$ cat config.mk
export PLATFORM = sky130hd
export DESIGN_NAME = apb_slave_regfile
export DESIGN_NICKNAME = d
export VERILOG_FILES = /design/src/rtl/apb_pkg.sv /design/src/rtl/apb_slave_regs.sv /design/src/rtl/apb_slave_regfile.sv
export SDC_FILE = /design/constraint.sdc
export NUM_CORES = 1
export LEC_CHECK = 0
export ABC_AREA = 1
export BUFFER_PORTS_ARGS = -buffer_cell sky130_fd_sc_hd__buf_2
export CAP_MARGIN = 10
export CORE_MARGIN = 2
export CORE_UTILIZATION = 50
export CTS_CLUSTER_DIAMETER = 60
export CTS_CLUSTER_SIZE = 10
export DETAILED_ROUTE_END_ITERATION = 6
export GPL_TIMING_DRIVEN = 1
export PLACE_DENSITY = 0.68
export SETUP_SLACK_MARGIN = 0.02
export SLEW_MARGIN = 5
export SYNTH_ARGS = -nofsm -noshare
export SYNTH_HDL_FRONTEND = slang
export SYNTH_SLANG_ARGS = --single-unit
$ cat constraint.sdc
create_clock -name pclk -period 4.4 [get_ports pclk]
set_clock_uncertainty 0.15 [all_clocks]
set_input_delay 1.1 -clock pclk [delete_from_list [all_inputs] [get_ports pclk]]
set_output_delay 1.1 -clock pclk [all_outputs]
set_load 0.01 [all_outputs]
$ cat src/rtl/apb_pkg.sv
// Shared types and constants for the APB register-file completer.
package apb_pkg;
  typedef enum logic [1:0] {ST_IDLE, ST_WAIT, ST_READY} apb_slv_state_t;

  localparam int APB_ADDR_W = 32;
  localparam int APB_DATA_W = 32;
  localparam int CNT_W      = 32;
  localparam int WAIT_W     = 4;

  localparam logic APB_ERR_NONE = 1'b0;
  localparam logic APB_ERR_SLV  = 1'b1;
endpackage

$ cat src/rtl/apb_slave_regs.sv
// Register storage: NUM_REGS-1 RW words plus a read-only transfer counter
// in the last slot. Synchronous write port, combinational read port.
module apb_slave_regs
  import apb_pkg::*;
#(
  parameter int DATA_W   = 32,
  parameter int NUM_REGS = 8,
  parameter int IDX_W    = 3
) (
  input  logic              clk,
  input  logic              rst,
  input  logic              we,
  input  logic              inc,
  input  logic [IDX_W-1:0]  widx,
  input  logic [DATA_W-1:0] wdata,
  input  logic [IDX_W-1:0]  ridx,
  output logic [DATA_W-1:0] rdata
);
  logic [DATA_W-1:0] regs [NUM_REGS-1];
  logic [CNT_W-1:0]  cnt;

  always_ff @(posedge clk) begin
    if (rst) begin
      for (int i = 0; i < NUM_REGS-1; i++) regs[i] <= '0;
      cnt <= '0;
    end else begin
      if (we && (int'(widx) < NUM_REGS-1)) regs[widx] <= wdata;
      if (inc) cnt <= cnt + 1'b1;
    end
  end

  always_comb begin
    rdata = '0;
    if (int'(ridx) == NUM_REGS-1)     rdata = DATA_W'(cnt);
    else if (int'(ridx) < NUM_REGS-1) rdata = regs[ridx];
  end
endmodule

$ cat src/rtl/apb_slave_regfile.sv
// APB completer: address decode, wait-state FSM and registered outputs
// in front of the apb_slave_regs storage.
module apb_slave_regfile
  import apb_pkg::*;
#(
  parameter int                ADDR_W      = APB_ADDR_W,
  parameter int                DATA_W      = APB_DATA_W,
  parameter logic [ADDR_W-1:0] BASE_ADDR   = 'hA000,
  parameter int                NUM_REGS    = 8,
  parameter int                WAIT_STATES = 1
) (
  input  logic              pclk,
  input  logic              preset,
  input  logic              psel,
  input  logic              penable,
  input  logic [ADDR_W-1:0] paddr,
  input  logic              pwrite,
  input  logic [DATA_W-1:0] pwdata,
  output logic              pready,
  output logic [DATA_W-1:0] prdata,
  output logic              pslverr
);
  localparam int IDX_W = (NUM_REGS > 2) ? $clog2(NUM_REGS) : 1;

  apb_slv_state_t    state, nstate;
  logic [WAIT_W-1:0] wcnt;
  logic [IDX_W-1:0]  a_idx, dec_idx, ridx;
  logic              a_wr, a_err, dec_err, cur_err, cur_wr;
  logic [DATA_W-1:0] a_wdata, rdata;
  logic [ADDR_W-1:0] off, off_w;
  logic              setup, commit;

  assign setup   = psel && !penable;
  assign off     = paddr - BASE_ADDR;
  assign off_w   = off >> 2;
  assign dec_idx = off_w[IDX_W-1:0];
  assign dec_err = (paddr[1:0] != 2'b00) || (paddr < BASE_ADDR) ||
                   (off_w >= ADDR_W'(NUM_REGS)) ||
                   (pwrite && (off_w == ADDR_W'(NUM_REGS-1)));

  // With zero wait states READY is entered straight from the setup cycle,
  // so the read port and error flag must come from the live decode.
  assign ridx    = (state == ST_IDLE) ? dec_idx : a_idx;
  assign cur_err = (state == ST_IDLE) ? dec_err : a_err;
  assign cur_wr  = (state == ST_IDLE) ? pwrite  : a_wr;
  assign commit  = (state == ST_READY) && !a_err;

  always_comb begin
    nstate = state;
    case (state)
      ST_IDLE:  if (setup) nstate = (WAIT_STATES == 0) ? ST_READY : ST_WAIT;
      ST_WAIT:  if (!psel) nstate = ST_IDLE;
                else if (penable && wcnt == WAIT_W'(1)) nstate = ST_READY;
      ST_READY: nstate = ST_IDLE;
      default:  nstate = ST_IDLE;
    endcase
  end

  always_ff @(posedge pclk) begin
    if (preset) begin
      state   <= ST_IDLE;
      wcnt    <= '0;
      a_idx   <= '0;
      a_wr    <= 1'b0;
      a_err   <= APB_ERR_NONE;
      a_wdata <= '0;
      pready  <= 1'b0;
      prdata  <= '0;
      pslverr <= APB_ERR_NONE;
    end else begin
      state <= nstate;
      if (state == ST_IDLE && setup) begin
        a_idx   <= dec_idx;
        a_wr    <= pwrite;
        a_err   <= dec_err;
        a_wdata <= pwdata;
        wcnt    <= WAIT_W'(WAIT_STATES);
      end else if (state == ST_WAIT && psel && penable && wcnt != WAIT_W'(1)) begin
        wcnt <= wcnt - WAIT_W'(1);
      end
      pready  <= (nstate == ST_READY);
      pslverr <= (nstate == ST_READY && cur_err) ? APB_ERR_SLV : APB_ERR_NONE;
      prdata  <= (nstate == ST_READY && !cur_err && !cur_wr) ? rdata : '0;
    end
  end

  apb_slave_regs #(
    .DATA_W   (DATA_W),
    .NUM_REGS (NUM_REGS),
    .IDX_W    (IDX_W)
  ) u_regs (
    .clk   (pclk),
    .rst   (preset),
    .we    (commit && a_wr),
    .inc   (commit),
    .widx  (a_idx),
    .wdata (a_wdata),
    .ridx  (ridx),
    .rdata (rdata)
  );
endmodule

# ---- Word-level counts from Yosys, hierarchy flattened
# Memories as Yosys holds them, arrays and structs flattened.
# Cells that the tools add are included.
dict set report word_totals {
  wordCells 73
  n_memories 1
  reg_bits 109
  output_inout_bits 34
  ram_bits 224
}
dict set report op_classes {
  n_addsub 3
  muxes 20
  magnitude_cmp 4
  eq_ne 7
  n_reduce_logical 26
  bitwise_logic 1
}
# memory depth width rd rd_ports_with_merged_regs wr line
set memory_table {}
lappend memory_table {u_regs.regs 7 32 1 0 7 apb_slave_regs.sv:19} ;# logic [DATA_W-1:0] regs [NUM_REGS-1];
# operator count
set ops {}
lappend ops {{$mux 32} 3}
lappend ops {{$add 32x1->32 const B} 1}
lappend ops {{$lt 32x16->1 const B} 1}
lappend ops {{$reduce_or 32->1} 1}
lappend ops {{$sub 32x16->32 const B} 1}
lappend ops {{$eq 30x3->1 const B} 1}
lappend ops {{$ge 30x4->1 const B} 1}
lappend ops {{$logic_and 1x1->1} 13}
lappend ops {{$mux 1} 11}
lappend ops {{$lt 3x3->1 const B} 2}
lappend ops {{$mux 2} 3}
lappend ops {{$mux 3} 2}
lappend ops {{$eq 2x2->1 const B} 2}
lappend ops {{$eq 4x1->1 const B} 1}
lappend ops {{$logic_not 1->1} 4}
lappend ops {{$ne 4x1->1 const B} 1}
lappend ops {{$pmux 2 s2} 1}
lappend ops {{$reduce_bool 2->1} 2}
lappend ops {{$reduce_or 2->1} 2}
lappend ops {{$sub 4x1->4 const B} 1}
lappend ops {{$eq 3x1->1 const B} 1}
lappend ops {{$logic_or 1x1->1} 3}
lappend ops {{$eq 2x1->1 const B} 1}
lappend ops {{$logic_not 2->1} 1}
lappend ops {{$not 1->1} 1}

# ---- Longest topological paths before layout
# Gate-level depths: netlist of the first run.
dict set report logic_depth {
  ltp_word 10
  mapped_depth 17
  depth_no_buf 16
}

# ---- By module
# Synthesis of the first run repeated with hierarchy kept, for this count alone.
dict set report unflattened {
  cells_unflattened 1801
  hier_area_um2 15080.7
}
# mod instances cells_per_inst area_each_um2 seq_area_each_um2
set modules_own_cells {}
lappend modules_own_cells {apb_slave_regs 1 1355 11715.0 7046.8}
lappend modules_own_cells {apb_slave_regfile 1 446 3365.7 1541.5}

# ---- Worst setup path before layout of the first run
# OpenSTA, ideal clock, no wires.
dict set report synth_timing {
  path_type {input port to flip-flop}
  from {in preset}
  to {mem u_regs.regs[5][0] (enable)}
  setup_slack_ns 0.832
  cell_stages 5
  required_ns 3.829
  arrival_ns 2.997
  path_cell_list {inv_1 -> nand2_2 -> clkbuf_1 -> a21oi_1 -> nor2_1}
}
# item line
set synth_lines {}
lappend synth_lines {{from (decl)} apb_slave_regfile.sv:13} ;# input logic preset,
lappend synth_lines {{to (decl)} apb_slave_regs.sv:19}

# ---- Worst setup path in the final report of the first run
dict set report layout_timing {
  from {in paddr[13]}
  to {reg prdata[30]}
}
dict set report layout_between {
  elab_chain_cells 10
  elab_cells_between_ends 14
}
# item line
set layout_lines {}
lappend layout_lines {{from (decl)} apb_slave_regfile.sv:16} ;# input logic [ADDR_W-1:0] paddr,
lappend layout_lines {{$sub 32x16->32 / $lt 32x16->1 (equally long branches)} {apb_slave_regfile.sv:34, apb_slave_regfile.sv:37}}
lappend layout_lines {{$ge 30x4->1, or another cell as far along} apb_slave_regfile.sv:38} ;# (off_w >= ADDR_W'(NUM_REGS)) ||
lappend layout_lines {{$logic_or 1x1->1 / $logic_and 1x1->1 (equally long branches)} {apb_slave_regfile.sv:37, apb_slave_regfile.sv:39}}
lappend layout_lines {{$logic_or 1x1->1 *} apb_slave_regfile.sv:38}
lappend layout_lines {{$mux 1 *} apb_slave_regfile.sv:44} ;# assign cur_err = (state == ST_IDLE) ? dec_err : a_err;
lappend layout_lines {{$logic_not 1->1 *} apb_slave_regfile.sv:83} ;# prdata <= (nstate == ST_READY && !cur_err && !cur_wr) ? rdata : '0;
lappend layout_lines {{$logic_and 1x1->1 * (2 in series)} apb_slave_regfile.sv:83}
lappend layout_lines {{$not 1->1 (no source line) *} n/a}
lappend layout_lines {{$reduce_or 2->1 (no source line) *} n/a}
lappend layout_lines {{to (signal assigned)} apb_slave_regfile.sv:83}
lappend layout_lines {{to (decl)} apb_slave_regfile.sv:20} ;# output logic [DATA_W-1:0] prdata,
# Mark *: on every way between the ends. The rest lies on a longest branch, timed or not.
# A chain may end at the register's enable or synchronous reset.

==> results.md, run 1 <==
* Rows at 62
* RSZ-0062 raised after global routing: no
* Core Util, Final at 0.577
* Cell Area, Placed at 15400 µm²
* # hold bufs at CTS at 0
* Initial antenna violation count at 0
* Post-CTS Resized at 0
* Req. time, crit path at 4.66 ns
* Reg2Reg Setup Slack at 1.39 ns
* Post-DP HPWL at 24300 µm
* Vias/cell at 5.51
* Comb power frac at 0.078
* Setup violators final at 0
* Sequential element share of the synthesized area at 0.593
* Measured slew at the worst slew-check pin at 0.940 ns
* Post-CTS setup buffers at 0
* Gate Count Post-Synth at 1653
* Max-cap viol count at 0
* DRC viols at 0
* Most frequent cells in the layout: nor2_1 (331), nand2_1 (307), edfxtp_1 (192)
* Hold WC Path Type: flop to flop
* Crit start category: input port
* Status: finished, final reports clean
* Mapped Avg Cell Area at 8.76 µm²
* Leakage at 6.16 nW
* Fin. Hold Viols at 0
* Sw frac at 0.235
* IO buf count at 102
* Setup WS post-layout at 1.23 ns
* Vias in the first global route at 11600
* Commonest non-fill, non-tap cell in the layout: nor2_1
* Sequential share of power at 0.499
* Max Freq at 315 MHz
* Warning count from the yosys run at 0
* P_sw at 1.60 mW
* Drt first pass iters at 5
* Cell Area, Synth at 14500 µm²
* WL/cell at 18.3 µm
* First-pass GRT wire length at 63000 µm
* CP Capture Point: prdata[30]
* Post-synth cell types at 41
* TNS Setup at 0 ns
* CTS tree: built
* Final nets at 1820
* Number of clock sinks at 333
* Yosys reg bits at 333
* Clock share of power at 0.423
* Worst-path clk slew at 0.05 ns
* Clk buf depth at 3
* Inserted Clock Buffers at 39
* DRT antenna net count at 0
* Grt ovf at 0
* Max_slew headroom at 0.371
* Asr flop ratio synth at 0
* Crit path from: paddr[13]
* Largest net degree at the start of global routing at 58
* Tmin final at 3.17 ns
* I/O pins at 103
* Share of cells above drive strength 1 at 0.117
* PwrDens at 411 nW/µm²
* Antenna fix cells at 0
* Tot GR Track Use at 0.265
* Initial Utilization at 0.506
* Die Span Y at 174 µm
* Total number of vias at 11900
* Chip width at 174 µm
* Cells on worst reg2reg path at 8
* Fin crit share at 0.721
* Total chip power at 6.79 mW
* Final Instance Area at 16500 µm²
* Post-Route WL at 39500 µm
* Clock Latency Late Sink at 0.52 ns
* Root buf cell: clkbuf_16
* Core footprint at 28600 µm²
* Die footprint at 30300 µm²
* CP Max Fanout at 32
* Post-synth EDFFs at 192
* Int Pwr at 5.20 mW
* Post-synth net total at 1726
* Worst VDD drop at 0.275 mV
* Top FF cell, synth: edfxtp_1
* Hold depth at 2
* Slew Viols, Final at 0
* FF-to-FF End: u_regs.regs[6][1]
* FF-to-FF Start: state[1]
* Dpl ws at 0.761 ns
* Worst path arrival time at 3.43 ns
* Crit. End Element: flop
* Global placer's final weighted congestion at 0.878
* Crit Path Class: input port to flop
* Area Growth Syn to Fin at 14.1%
* DR iter-0 viols at 1034
* H-tree depth at 2
## power groups by stage
stage	Clock [mW]	Sequential [mW]	Combinational [mW]
after floorplan	0	3.45	0.334
after global placement	0	3.46	0.518
after detailed placement	0	3.46	0.526
after CTS	2.91	3.39	0.530
after global routing	3.03	3.40	0.593
final	2.87	3.39	0.530
## worst min path at each step
stage / startpoint / endpoint / slack, ns
global placement: u_regs.regs[6][11] / u_regs.regs[6][11] / 0.29
detailed placement: u_regs.regs[6][20] / u_regs.regs[6][20] / 0.29
CTS: u_regs.regs[6][18] / u_regs.regs[6][18] / 0.30
floorplan: u_regs.regs[6][0] / u_regs.regs[6][0] / 0.27
global route: u_regs.regs[6][19] / u_regs.regs[6][19] / 0.32
finish: u_regs.regs[6][15] / u_regs.regs[6][15] / 0.30
## synthesized netlist by cell type, types with 2 or more instances
master,count,area share
nand3b_1,3,0.0016
o221ai_1,39,0.024
buf_1,9,0.0023
clkbuf_1,46,0.012
nand2_2,2,0.00086
buf_2,22,0.0076
edfxtp_1,192,0.40
o21a_1,3,0.0016
dfxtp_1,141,0.19
nand3_2,3,0.0021
nor4_1,7,0.0030
nor3b_1,2,0.0010
nand3_1,77,0.027
nor2_1,333,0.086
nor2_2,7,0.0030
or2_2,6,0.0026
a211oi_1,2,0.0010
buf_6,3,0.0023
a21oi_1,84,0.029
o211ai_1,14,0.0073
inv_2,6,0.0016
o22ai_1,6,0.0026
xor2_1,5,0.0030
o31ai_1,2,0.0010
ha_1,4,0.0035
nand4_1,10,0.0043
and2_1,2,0.00086
nand2_1,309,0.080
inv_1,178,0.046
nor3_1,26,0.0090
o21ai_0,67,0.023
o21ai_1,34,0.012
## worst max-delay path, stage by stage
cell and delay (ns):
buf_2 0.11, inv_1 0.06, ha_1 0.17, inv_1 0.06, nand2_1 0.17, nand2_1 0.13, nand2_1 0.10, nand3_1 0.08
nor2_1 0.09, nand3_1 0.12, nor2_1 0.18, nand4_1 0.10, nand2_1 0.11, nand2_2 0.53, nor2_1 0.31
## cell type report
class	instances	area [µm²]
multi-input combinational	1056	4870
inverter	184	691
clock buffer	66	1090
tap	384	480
timing repair buffer	133	793
fill	2575	12100
clock inverter	2	13.8
sequential	333	8590
## metrics by stage
stage	cells	hold WS (ns)
2_1_floorplan	1653	0.274
3_3_place_gp	2090	0.288
3_5_place_dp	2090	0.290
4_1_cts	2158	0.299
5_1_grt	2158	0.316
6_report	2158	0.301
## state kept, by name (all words and copies together) (netlist names), 2 cells and up
| signal | count |
|---|---|
| u_regs.regs | 224 |
| state | 2 |
| prdata | 32 |
| u_regs.cnt | 32 |
| a_wdata | 32 |
| a_idx | 3 |
| wcnt | 4 |
## kinds of logic (layout without fill, tap and decap cells)
kind of cell,Yosys count,count (layout),synth area share
fa+ha+maj,4,4,0.00346
simple gates,790,790,0.223
flops,333,333,0.593
buf+inv,264,385,0.0719
xor+xnor,6,6,0.00363
compound gates,256,256,0.104
## routing by layer
layer,vias up,routed length [µm],global-route usage
li1,5656,-,-
met1,5748,16900,0.357
met2,419,19000,0.448
met3,72,2810,0.0389
met4,0,857,0.0753
met5,-,0,0
Note: power is estimated with default switching activity, not from simulation.
==> run 2: changes to the inputs <==
PLACE_DENSITY = 0.71   (was 0.68)
clock period = 2.8 ns   (was 4.4 ns; I/O delays follow)
==> run 2 against run 1 <==
Against the previous run:
- hold slack got worse by 0.078 ns
- utilization up 0.59 points
- die area unchanged
- first-iteration DRC count down 7.4%
- setup slack worse by 0.95 ns
- largest cell class unchanged
==> results.md, run 2 (same netlist as run 1, synthesis figures left out) <==
* Status: finished, final reports clean
* Die footprint at 30300 µm²
* Drt first pass iters at 7
* Largest net degree at the start of global routing at 50
* Fin crit share at 0.900
* Largest Register: u_regs.regs
* Leakage at 6.25 nW
* Setup WS post-layout at 0.279 ns
* Max Freq at 397 MHz
* GR peak layer: met2
* CP Capture Point: u_regs.regs[4][13]
* Crit Path Class: flop to flop
* PwrDens at 650 nW/µm²
* Root buf cell: clkbuf_16
* DRC viols at 0
* Chip width at 174 µm
* Crit path from: state[1]
* Area Growth Syn to Fin at 15.3%
* Post-CTS setup buffers at 0
* Vias/cell at 5.40
* Crit start category: flop
* Worst path arrival time at 2.57 ns
* RSZ-0062 raised after global routing: no
* Grt ovf at 0
* Global routing usage on met1 at 0.334
* Tot GR Track Use at 0.250
* Inserted Clock Buffers at 39
* Met3 Use GR at 0.0357
* Worst-path clk slew at 0.05 ns
* WL/cell at 17.4 µm
* Initial antenna violation count at 0
* Largest register FFs at 224
* Core Util, Final at 0.583
* Crit. End Element: flop
* Req. time, crit path at 2.85 ns
* Worst VDD drop at 0.450 mV
* DRT antenna net count at 0
* Number of clock sinks at 333
* Final nets at 1835
* Most frequent cells in the layout: nor2_1 (331), nand2_1 (308), edfxtp_1 (192)
* FF-to-FF End: u_regs.regs[4][13]
* Tmin final at 2.52 ns
* Core footprint at 28600 µm²
* First-pass GRT wire length at 60600 µm
* Setup violators final at 0
* Initial Utilization at 0.506
* Post-DP HPWL at 24300 µm
* FF-to-FF Start: state[1]
* Clk buf depth at 3
* Global placer's final weighted congestion at 0.916
* DP Cell Count at 2105
* Share of cells above drive strength 1 at 0.124
* Max-cap viol count at 0
* Fin. Hold Viols at 0
* Total number of vias at 11800
* Measured slew at the worst slew-check pin at 0.579 ns
* # hold bufs at CTS at 0
* Dpl ws at 0.136 ns
* IO buf count at 102
* H-tree depth at 2
* Antenna fix cells at 0
* TNS Setup at 0 ns
* Post-Route WL at 37900 µm
* Cells on worst reg2reg path at 8
* DR iter-0 viols at 958
* Max_slew headroom at 0.614
* Rows at 62
* CTS tree: built
* Slew Viols, Final at 0
* Die Span Y at 174 µm
* Reg2Reg Setup Slack at 0.28 ns
* Non-Filler Instances at 2176
* Hold WC Path Type: input port to flop
* Vias in the first global route at 11700
* CP Max Fanout at 18
* Clock Latency Late Sink at 0.52 ns
* I/O pins at 103
* GRT met2 Usage at 0.425
* Post-CTS Resized at 0
* Commonest non-fill, non-tap cell in the layout: nor2_1
==> run 2: changes by cell type in the layout (fill, tap and decap cells not counted), sizes merged <==
cell	before	now
buf	133	148
clkbuf	66	69
==> run 2: critical path, cell delays in order, from the launching register on <==
cell	delay (ns)
dfxtp_1	0.39
nand3_2	0.25
a311oi_2	0.33
nand2_2	0.12
buf_4	0.24
nor2_1	0.17
nand3_1	0.13
nand2_1	0.11
buf_4	0.29
==> run 2: cell type report <==
cell class	instances	area, µm²
Timing Repair Buffer	148	906
Multi-Input combinational cell	1056	4870
Clock buffer	69	1130
Inverter	184	691
Sequential cell	333	8590
Clock inverter	2	28.8
Tap cell	384	480
Fill cell	2530	11900
==> run 2: worst min path at each step <==
stage                     cells after the start  slack [ns]               start                  to
after global placement                        2        0.28  u_regs.regs[6][15]  u_regs.regs[6][15]
final                                         3        0.22           pwdata[6]          a_wdata[6]
after detailed placement                      2        0.29  u_regs.regs[6][15]  u_regs.regs[6][15]
after CTS                                     3        0.21          pwdata[22]         a_wdata[22]
after floorplan                               2        0.27   u_regs.regs[6][0]   u_regs.regs[6][0]
after global routing                          3        0.22           pwdata[3]          a_wdata[3]
==> run 2: power by group <==
group,internal [mW],switching (mW),leakage (nW)
clock network,2.74,1.93,0.552
logic,0.271,0.579,2.58
registers,5.29,0.0447,3.12
==> run 2: per-stage QoR <==
| step | instance area [µm²] | total power [mW] | hold WS (ns) |
|---|---|---|---|
| final | 16700 | 10.8 | 0.224 |
| after global routing | 16700 | 11.2 | 0.221 |
| after CTS | 16700 | 10.9 | 0.205 |
| after detailed placement | 15500 | 6.27 | 0.286 |
| after global placement | 15500 | 6.25 | 0.283 |
| after floorplan | 14500 | 5.95 | 0.274 |
==> run 2: routing by layer <==
metal  up-vias  wire, µm
met3        65      2610
li1       5698         -
met5         -         0
met1      5566     16400
met2       428     18100
met4         0       856
